## config.mk

```make
export PLATFORM = sky130hd
export DESIGN_NAME = tug_of_war_field
export DESIGN_NICKNAME = d
export VERILOG_FILES = /design/src/rtl/tug_of_war_field.sv
export SDC_FILE = /design/constraint.sdc
export NUM_CORES = 1
export LEC_CHECK = 0
export CAP_MARGIN = 20
export CORE_MARGIN = 4
export CORE_UTILIZATION = 45
export CTS_CLUSTER_SIZE = 28
export DETAILED_ROUTE_END_ITERATION = 7
export HOLD_SLACK_MARGIN = 0.08
export PLACE_DENSITY = 0.71
export SYNTH_ARGS = -nofsm -noshare
export SYNTH_HDL_FRONTEND = slang
export SYNTH_SLANG_ARGS = --single-unit
```

## constraint.sdc

```tcl
create_clock -name clk -period 2.1 [get_ports clk]
set_input_delay 0.315 -clock clk [delete_from_list [all_inputs] [get_ports clk]]
set_output_delay 0.315 -clock clk [all_outputs]
set_load 0.005 [all_outputs]
```

## src/rtl/tug_of_war_field.sv

```systemverilog
// Tug-of-war playfield: moves a single lit LED on L/R press pulses, detects
// a pull off either end, and keeps per-player round scores up to MAX_SCORE.
//
// state | meaning
// PLAY  | round in progress, one LED lit at pos
// LWIN  | left took the round, waiting for restart
// RWIN  | right took the round, waiting for restart
// OVER  | a player reached MAX_SCORE, only reset leaves
module tug_of_war_field #(
  parameter int NUM_LEDS  = 9,
  parameter int SCORE_W   = 3,
  parameter int MAX_SCORE = 7
) (
  input  logic                clk,
  input  logic                reset,
  input  logic                L,
  input  logic                R,
  input  logic                restart,
  output logic [NUM_LEDS-1:0] leds,
  output logic                l_win,
  output logic                r_win,
  output logic [SCORE_W-1:0]  l_score,
  output logic [SCORE_W-1:0]  r_score,
  output logic                game_over
);

  localparam int PW = $clog2(NUM_LEDS);
  localparam logic [PW-1:0]       CENTER     = PW'(NUM_LEDS / 2);
  localparam logic [PW-1:0]       LAST       = PW'(NUM_LEDS - 1);
  localparam logic [SCORE_W-1:0]  SCORE_MAX  = SCORE_W'(MAX_SCORE);
  localparam logic [NUM_LEDS-1:0] LED_CENTER = NUM_LEDS'(1) << (NUM_LEDS / 2);

  typedef enum logic [1:0] {PLAY, LWIN, RWIN, OVER} state_t;

  state_t               state, state_d;
  logic [PW-1:0]        pos, pos_d;
  logic [NUM_LEDS-1:0]  leds_d;
  logic                 l_win_d, r_win_d, over_d;
  logic [SCORE_W-1:0]   l_score_d, r_score_d;

  always_ff @(posedge clk) begin
    if (reset) begin
      state     <= PLAY;
      pos       <= CENTER;
      leds      <= LED_CENTER;
      l_win     <= 1'b0;
      r_win     <= 1'b0;
      l_score   <= '0;
      r_score   <= '0;
      game_over <= 1'b0;
    end else begin
      state     <= state_d;
      pos       <= pos_d;
      leds      <= leds_d;
      l_win     <= l_win_d;
      r_win     <= r_win_d;
      l_score   <= l_score_d;
      r_score   <= r_score_d;
      game_over <= over_d;
    end
  end

  always_comb begin
    state_d   = state;
    pos_d     = pos;
    l_win_d   = l_win;
    r_win_d   = r_win;
    l_score_d = l_score;
    r_score_d = r_score;
    over_d    = game_over;
    case (state)
      PLAY: begin
        // restart outranks presses; a simultaneous L+R press is a tie
        if (restart) begin
          pos_d = CENTER;
        end else if (L && !R) begin
          if (pos == LAST) begin
            l_score_d = l_score + SCORE_W'(1);
            l_win_d   = 1'b1;
            if (l_score_d == SCORE_MAX) begin
              state_d = OVER;
              over_d  = 1'b1;
            end else begin
              state_d = LWIN;
            end
          end else begin
            pos_d = pos + PW'(1);
          end
        end else if (R && !L) begin
          if (pos == '0) begin
            r_score_d = r_score + SCORE_W'(1);
            r_win_d   = 1'b1;
            if (r_score_d == SCORE_MAX) begin
              state_d = OVER;
              over_d  = 1'b1;
            end else begin
              state_d = RWIN;
            end
          end else begin
            pos_d = pos - PW'(1);
          end
        end
      end
      LWIN, RWIN: begin
        if (restart) begin
          state_d = PLAY;
          pos_d   = CENTER;
          l_win_d = 1'b0;
          r_win_d = 1'b0;
        end
      end
      OVER: begin
        state_d = OVER;
      end
      default: begin
        state_d = PLAY;
        pos_d   = CENTER;
      end
    endcase

    leds_d = '0;
    if (state_d == PLAY) leds_d[pos_d] = 1'b1;
  end

endmodule
```

== After elaboration in Yosys (flattened, before gate mapping) ==
Cells that the tools add are included.

* Memory bits (writable): 0
* Bits of input ports: 5
* Memories kept: 0
* Flip-flop bits (word level): 24
* Logic and storage cells: 87
* Bits in read-only memories: 0
* Latch bits: 0

* Add/subtract/negate cells: 4
* Shifts and indexed selects: 0
* Muxes and demuxes: 35
* Equality and inequality tests: 15
* Divide/modulo/power cells: 0
* $mul: 0
* Reduce and logical (&&, ||, !) cells: 19
* Magnitude comparators: 2
* Bitwise operators: 3

{| class="wikitable"
|+ Operators by type and width
! operator !! count
|-
| 4-bit two-way mux || 6
|-
| 1-bit two-way mux || 16
|-
| 2-bit two-way mux || 7
|-
| 2-bit != test, second input constant || 7
|-
| 5-bit AND reduction || 2
|-
| 4-bit case mux with 2 select lines || 1
|-
| 2-bit nonzero test || 4
|-
| 7-bit AND reduction || 1
|-
| 3-bit by 1-bit adder with 3-bit output, second input constant || 2
|-
| 3-bit equality test, second input constant || 2
|-
| 2-bit case mux with 3 select lines || 1
|-
| 6-bit AND reduction || 1
|-
| 4-bit by 5-bit < comparator with 1-bit output, second input constant || 1
|-
| 5-bit two-way mux || 1
|-
| 4-bit by 1-bit adder with 4-bit output, second input constant || 1
|-
| 1-bit demux with 4-bit select || 1
|-
| 2-bit equality test, second input constant || 2
|-
| 4-bit equality test, second input constant || 1
|-
| 4-bit by 1-bit >= comparator with 1-bit output, second input constant || 1
|-
| 2-bit zero test || 2
|-
| 4-bit zero test || 1
|-
| 2-bit by 1-bit != test with 1-bit output, second input constant || 2
|-
| 1-bit case mux with 2 select lines || 2
|-
| 4-bit AND reduction || 1
|-
| 6 further kinds || 12
|}

== Longest topological paths before layout ==
* Depth in word-level cells: 11
* Gate-level depth with buffers: 9
* Gate-level depth less buffers: 7

== Least setup slack after synthesis ==
No wires, ideal clock.

* Path kind: reg2reg
* From: register pos[0]
* To: register leds[4]
* Setup slack: -148 ps
* Stages on the path, launching flop included: 10
* Period minus slack after synthesis: 2248 ps
* Arrival: 2152 ps
* Cell sequence: dfxtp_1 -> inv_1 -> ha_1 -> nor3b_1 -> nor2b_1 -> buf_2 -> mux2i_1 -> or4_4 -> buf_6 -> o41ai_2

* Cells in the longest elaborated chain, start to end: 11

{| class="wikitable"
|+ Ends and longest elaborated chain
! item !! RTL line !! source
|-
| start, declared || 36 || <nowiki>logic [PW-1:0] pos, pos_d;</nowiki>
|-
| start signal, assigned || 53 || <nowiki>pos <= pos_d;</nowiki>
|-
| 4-bit by 1-bit subtractor with 4-bit output or 4-bit zero test (tied branches) || 100, 90 ||
|-
| 4-bit two-way mux || 90 || <nowiki>if (pos == '0) begin</nowiki>
|-
| 4-bit two-way mux || 89 || <nowiki>end else if (R && !L) begin</nowiki>
|-
| 4-bit two-way mux || 76 || <nowiki>end else if (L && !R) begin</nowiki>
|-
| 4-bit two-way mux || 74 || <nowiki>if (restart) begin</nowiki>
|-
| 4-bit case mux with 2 select lines || 71 || <nowiki>case (state)</nowiki>
|-
| 4-bit by 5-bit < comparator with 1-bit output (not written as such) or 4-bit by 1-bit >= comparator with 1-bit output (tied branches) || 122 || <nowiki>if (state_d == PLAY) leds_d[pos_d] = 1'b1;</nowiki>
|-
| 1-bit logical AND (not written as such) || 122 ||
|-
| 1-bit two-way mux (not written as such) || 122 ||
|-
| 1-bit demux with 4-bit select || 122 ||
|-
| 5-bit two-way mux * || 122 ||
|-
| end signal, assigned || 54 || <nowiki>leds <= leds_d;</nowiki>
|-
| end, declared || 19 || <nowiki>output logic [NUM_LEDS-1:0] leds,</nowiki>
|}

Every way passes the cells marked *; elsewhere a longest branch is shown, timed or not.
A chain may end at the register's enable or synchronous reset.

== Worst setup path in the final report ==
* From: register pos[3]
* To: register leds[0]

* Cells in the longest elaborated chain, start to end: 10

{| class="wikitable"
|+ Ends and longest elaborated chain
! item !! RTL line
|-
| 4-bit by 1-bit subtractor with 4-bit output or 4-bit zero test (tied branches) || 100, 90
|-
| 4-bit two-way mux || 90
|-
| 4-bit two-way mux || 89
|-
| 4-bit two-way mux || 76
|-
| 4-bit two-way mux || 74
|-
| 4-bit case mux with 2 select lines || 71
|-
| 4-bit by 5-bit < comparator with 1-bit output (not written as such) or 4-bit by 1-bit >= comparator with 1-bit output (tied branches) || 122
|-
| 1-bit logical AND (not written as such) || 122
|-
| 1-bit two-way mux (not written as such) || 122
|-
| 1-bit demux with 4-bit select || 122
|}

Several ways; a longest one is shown, not always the timed one.

==> results.ini <==
[logic_synthesis]
synth-seq-cells = 24
ys.flop_type = dfxtp_1
synthArstFlopShare_pct = 0
ys_types = 50
syn_area_per_cell_um2 = 8.655
synth_area_leaders = dfxtp_1 33%, ha_1 8.6%, nor2_1 4.6%
synthDominantCellAreaShare_pct = 32.85
synth_seq_area_share_pct = 32.85
synth_edf_count = 0
synth.cells.most_frequent = 24 x dfxtp_1, 18 x nor2_1, 10 x ha_1, 10 x inv_1, 10 x nand2_1
syn_nets = 184
synthesis.area_um2 = 1463
yosysMostFrequentCell = dfxtp_1
ys.warnings.count = 0
syn_inst = 169
synth_largest_area_cell = dfxtp_1

[flow_run]
maxCapViolations = 0

[global_route]
grt_pass1_vias = 1528
met2_usage_pct = 36.65
grt_max_degree = 15
use_met3_pct = 3.466
grt_util_all_layers_pct = 21.36
busiest_layer = met2
grt-ovfl-total = 0
grt_pass1_wl_um = 7100
grt_use_met1_pct = 27.26
antenna_found_initial = 0

[timing]
grt_setup_unrepaired = yes
setup_slack_ps = -101.3
slew_violations = 0
tightest_slew_ps = 570.0
relSlewSlack_pct = 61.77
setup_viol = 5
fmax_mhz = 454.3
fin_crit_sh_pct = 104.8
finClkSkew_ps = 3.128
hold_viol = 0
whs_ps = 494.7
finalCriticalPeriod_ps = 2201

[detailed_routing]
vias = 1533
routed_wirelength_um = 4688
drc = 0
routed_via_density = 5.678
drt-initial-drc-count = 135
ant_nets = 0
wl_per_cell_um = 17.36
drtPass1Iterations = 4

[placed_design]
placed_area_um2 = 1997
dp_hpwl_um = 2929
gp_congestion = 0.8974
port_buffers = 22

[pwr]
total_power_mw = 1.061
power_density_nw_per_um2 = 467.8
p_leak_nw = 0.8585
vdd_ir_drop_max_mv = 0.3161

[cells_and_area]
n_antenna_cell = 0
area_growth_pct = 55.09
num-nets-final = 242
drive_above_1_share_pct = 39.38
stdcell_area_um2 = 2268

[cts]
cts_sinks = 24
clk_path_buf_depth = 2
worst_skew_pair.late_latency_ps = 330
cts-root-buf = clkbuf_4
numCtsBuffers = 3
htreeDepth = 1
clk_pin_slew_ps = 140
cts_tree = built

[critical_path]
slowest_stage = or4_4
crit_path_end_kind = register
start_kind = register
crit_arrival_ps = 2430
cp.required_ps = 2330
r2r_start = pos[3]$_SDFF_PP0_
cp_cell_sequence = or3_4, a2111oi_4, o22ai_2, or4_4, nor4_1
startpoint = pos[3]$_SDFF_PP0_
path_max_fanout = 5
path_class = register to register
critical_path.max_stage_delay_ps = 610

[floorplan]
num_io_pins = 23
die_h_um = 65.01
die-area_um2 = 4226
initial_core_util_pct = 47.52
floorplan.core_area_um2 = 3078
die_x_um = 65.01
rows = 20

[worst_hold_path]
hold_start = l_win$_SDFFE_PP0P_
hold_path.class = register to register

[run_status]
violations = setup timing
outcome = finished, violations left

==> repair_timing <==
item | in CTS | in global routing
pin swaps | 13 | 7
setup endpoints to repair | 10 | 10
buffers inserted | 5 | 1
cloned | 1 | 0
hold buffers | 0 | 0
gates resized for setup | 24 | 15
==> area by class of cell <==
class | count | area (um^2)
Fill cell | 229 | 809.5
Multi-Input combinational cell | 125 | 1106
Timing Repair Buffer | 63 | 524.3
Inverter | 10 | 37.54
Clock buffer | 3 | 22.52
Clock inverter | 1 | 30.03
Tap cell | 44 | 55.05
Sequential cell | 24 | 493.0
==> worst paths after layout <==
check / endpoint / depth (start not counted) / slack, ps
min: l_win$_SDFFE_PP0P_ / 2 / 490
max reg2reg: leds[0]$_SDFF_PP0_ / 5 / -100
min reg2reg: l_win$_SDFFE_PP0P_ / 2 / 490
max: leds[0]$_SDFF_PP0_ / 5 / -100
==> power by group <==
part | switching, mW | total, mW | internal (mW)
clock | 0.150 | 0.344 | 0.193
sequential | 0.00670 | 0.473 | 0.466
combinational | 0.125 | 0.244 | 0.120
==> logic make-up after synthesis <==
logic type,after synthesis,synth area share [%]
flops,24,32.85
buf+inv,21,6.587
compound gates,37,20.45
fa+ha+maj,10,8.554
xor+xnor,7,4.192
mux,2,1.369
simple gates,68,26.01
==> state kept, by name, indices dropped and copies added, names as in the netlist <==
name,cells
game_over,1
l_score,3
l_win,1
leds,9
pos,4
r_score,3
r_win,1
state,2
==> metal layers <==
layer  vias to the layer above  wire [um]
li1                        732          -
met1                       718       1971
met2                        71       2289
met3                        12        349
met4                         0         78
met5                         -          0
==> metrics by stage <==
step	setup TNS, ps	setup slack (ps)	std cells	util, %
2_1_floorplan	0	0.8240	169	-
3_3_place_gp	-5976	-551.4	259	64.88
3_5_place_dp	-6445	-584.4	259	64.88
4_1_cts	-58.67	-42.96	269	71.26
5_1_grt	-877.0	-197.8	270	73.70
6_report	-176.3	-101.3	270	73.70
==> placed cells by master, fill, tap and decap left out, types with 2 or more instances in the layout <==
master           synthesis  layout
a211oi_1                 2       2
a21oi_1                  6       5
a311oi_2                 0       2
and2b_1                  3       3
buf_4                    0      41
clkbuf_4                 0       3
clkdlybuf4s50_1          0      19
dfxtp_1                 24      16
dfxtp_2                  0       7
dlygate4sd2_1            0       3
ha_1                    10       5
ha_4                     0       4
inv_1                   10       9
nand2_1                 10       9
nand3_1                  6       6
nor2_1                  18      17
nor2b_1                  5       4
nor3_1                   5       2
nor3_2                   0       3
nor3b_1                  4       3
nor4_1                   4       2
o211ai_1                 3       3
o21ai_0                  4       3
or4_4                    1       2
xnor2_1                  3       3
xor2_1                   4       3
==> critical path, delay by kind of cell (launching register included) <==
family	cells	cell delay, ps
AO/OA/AOI/OAI	2	470
AND/OR/NAND/NOR	3	1280
flip-flops	1	350
Note: power is estimated with default switching activity, not from simulation.
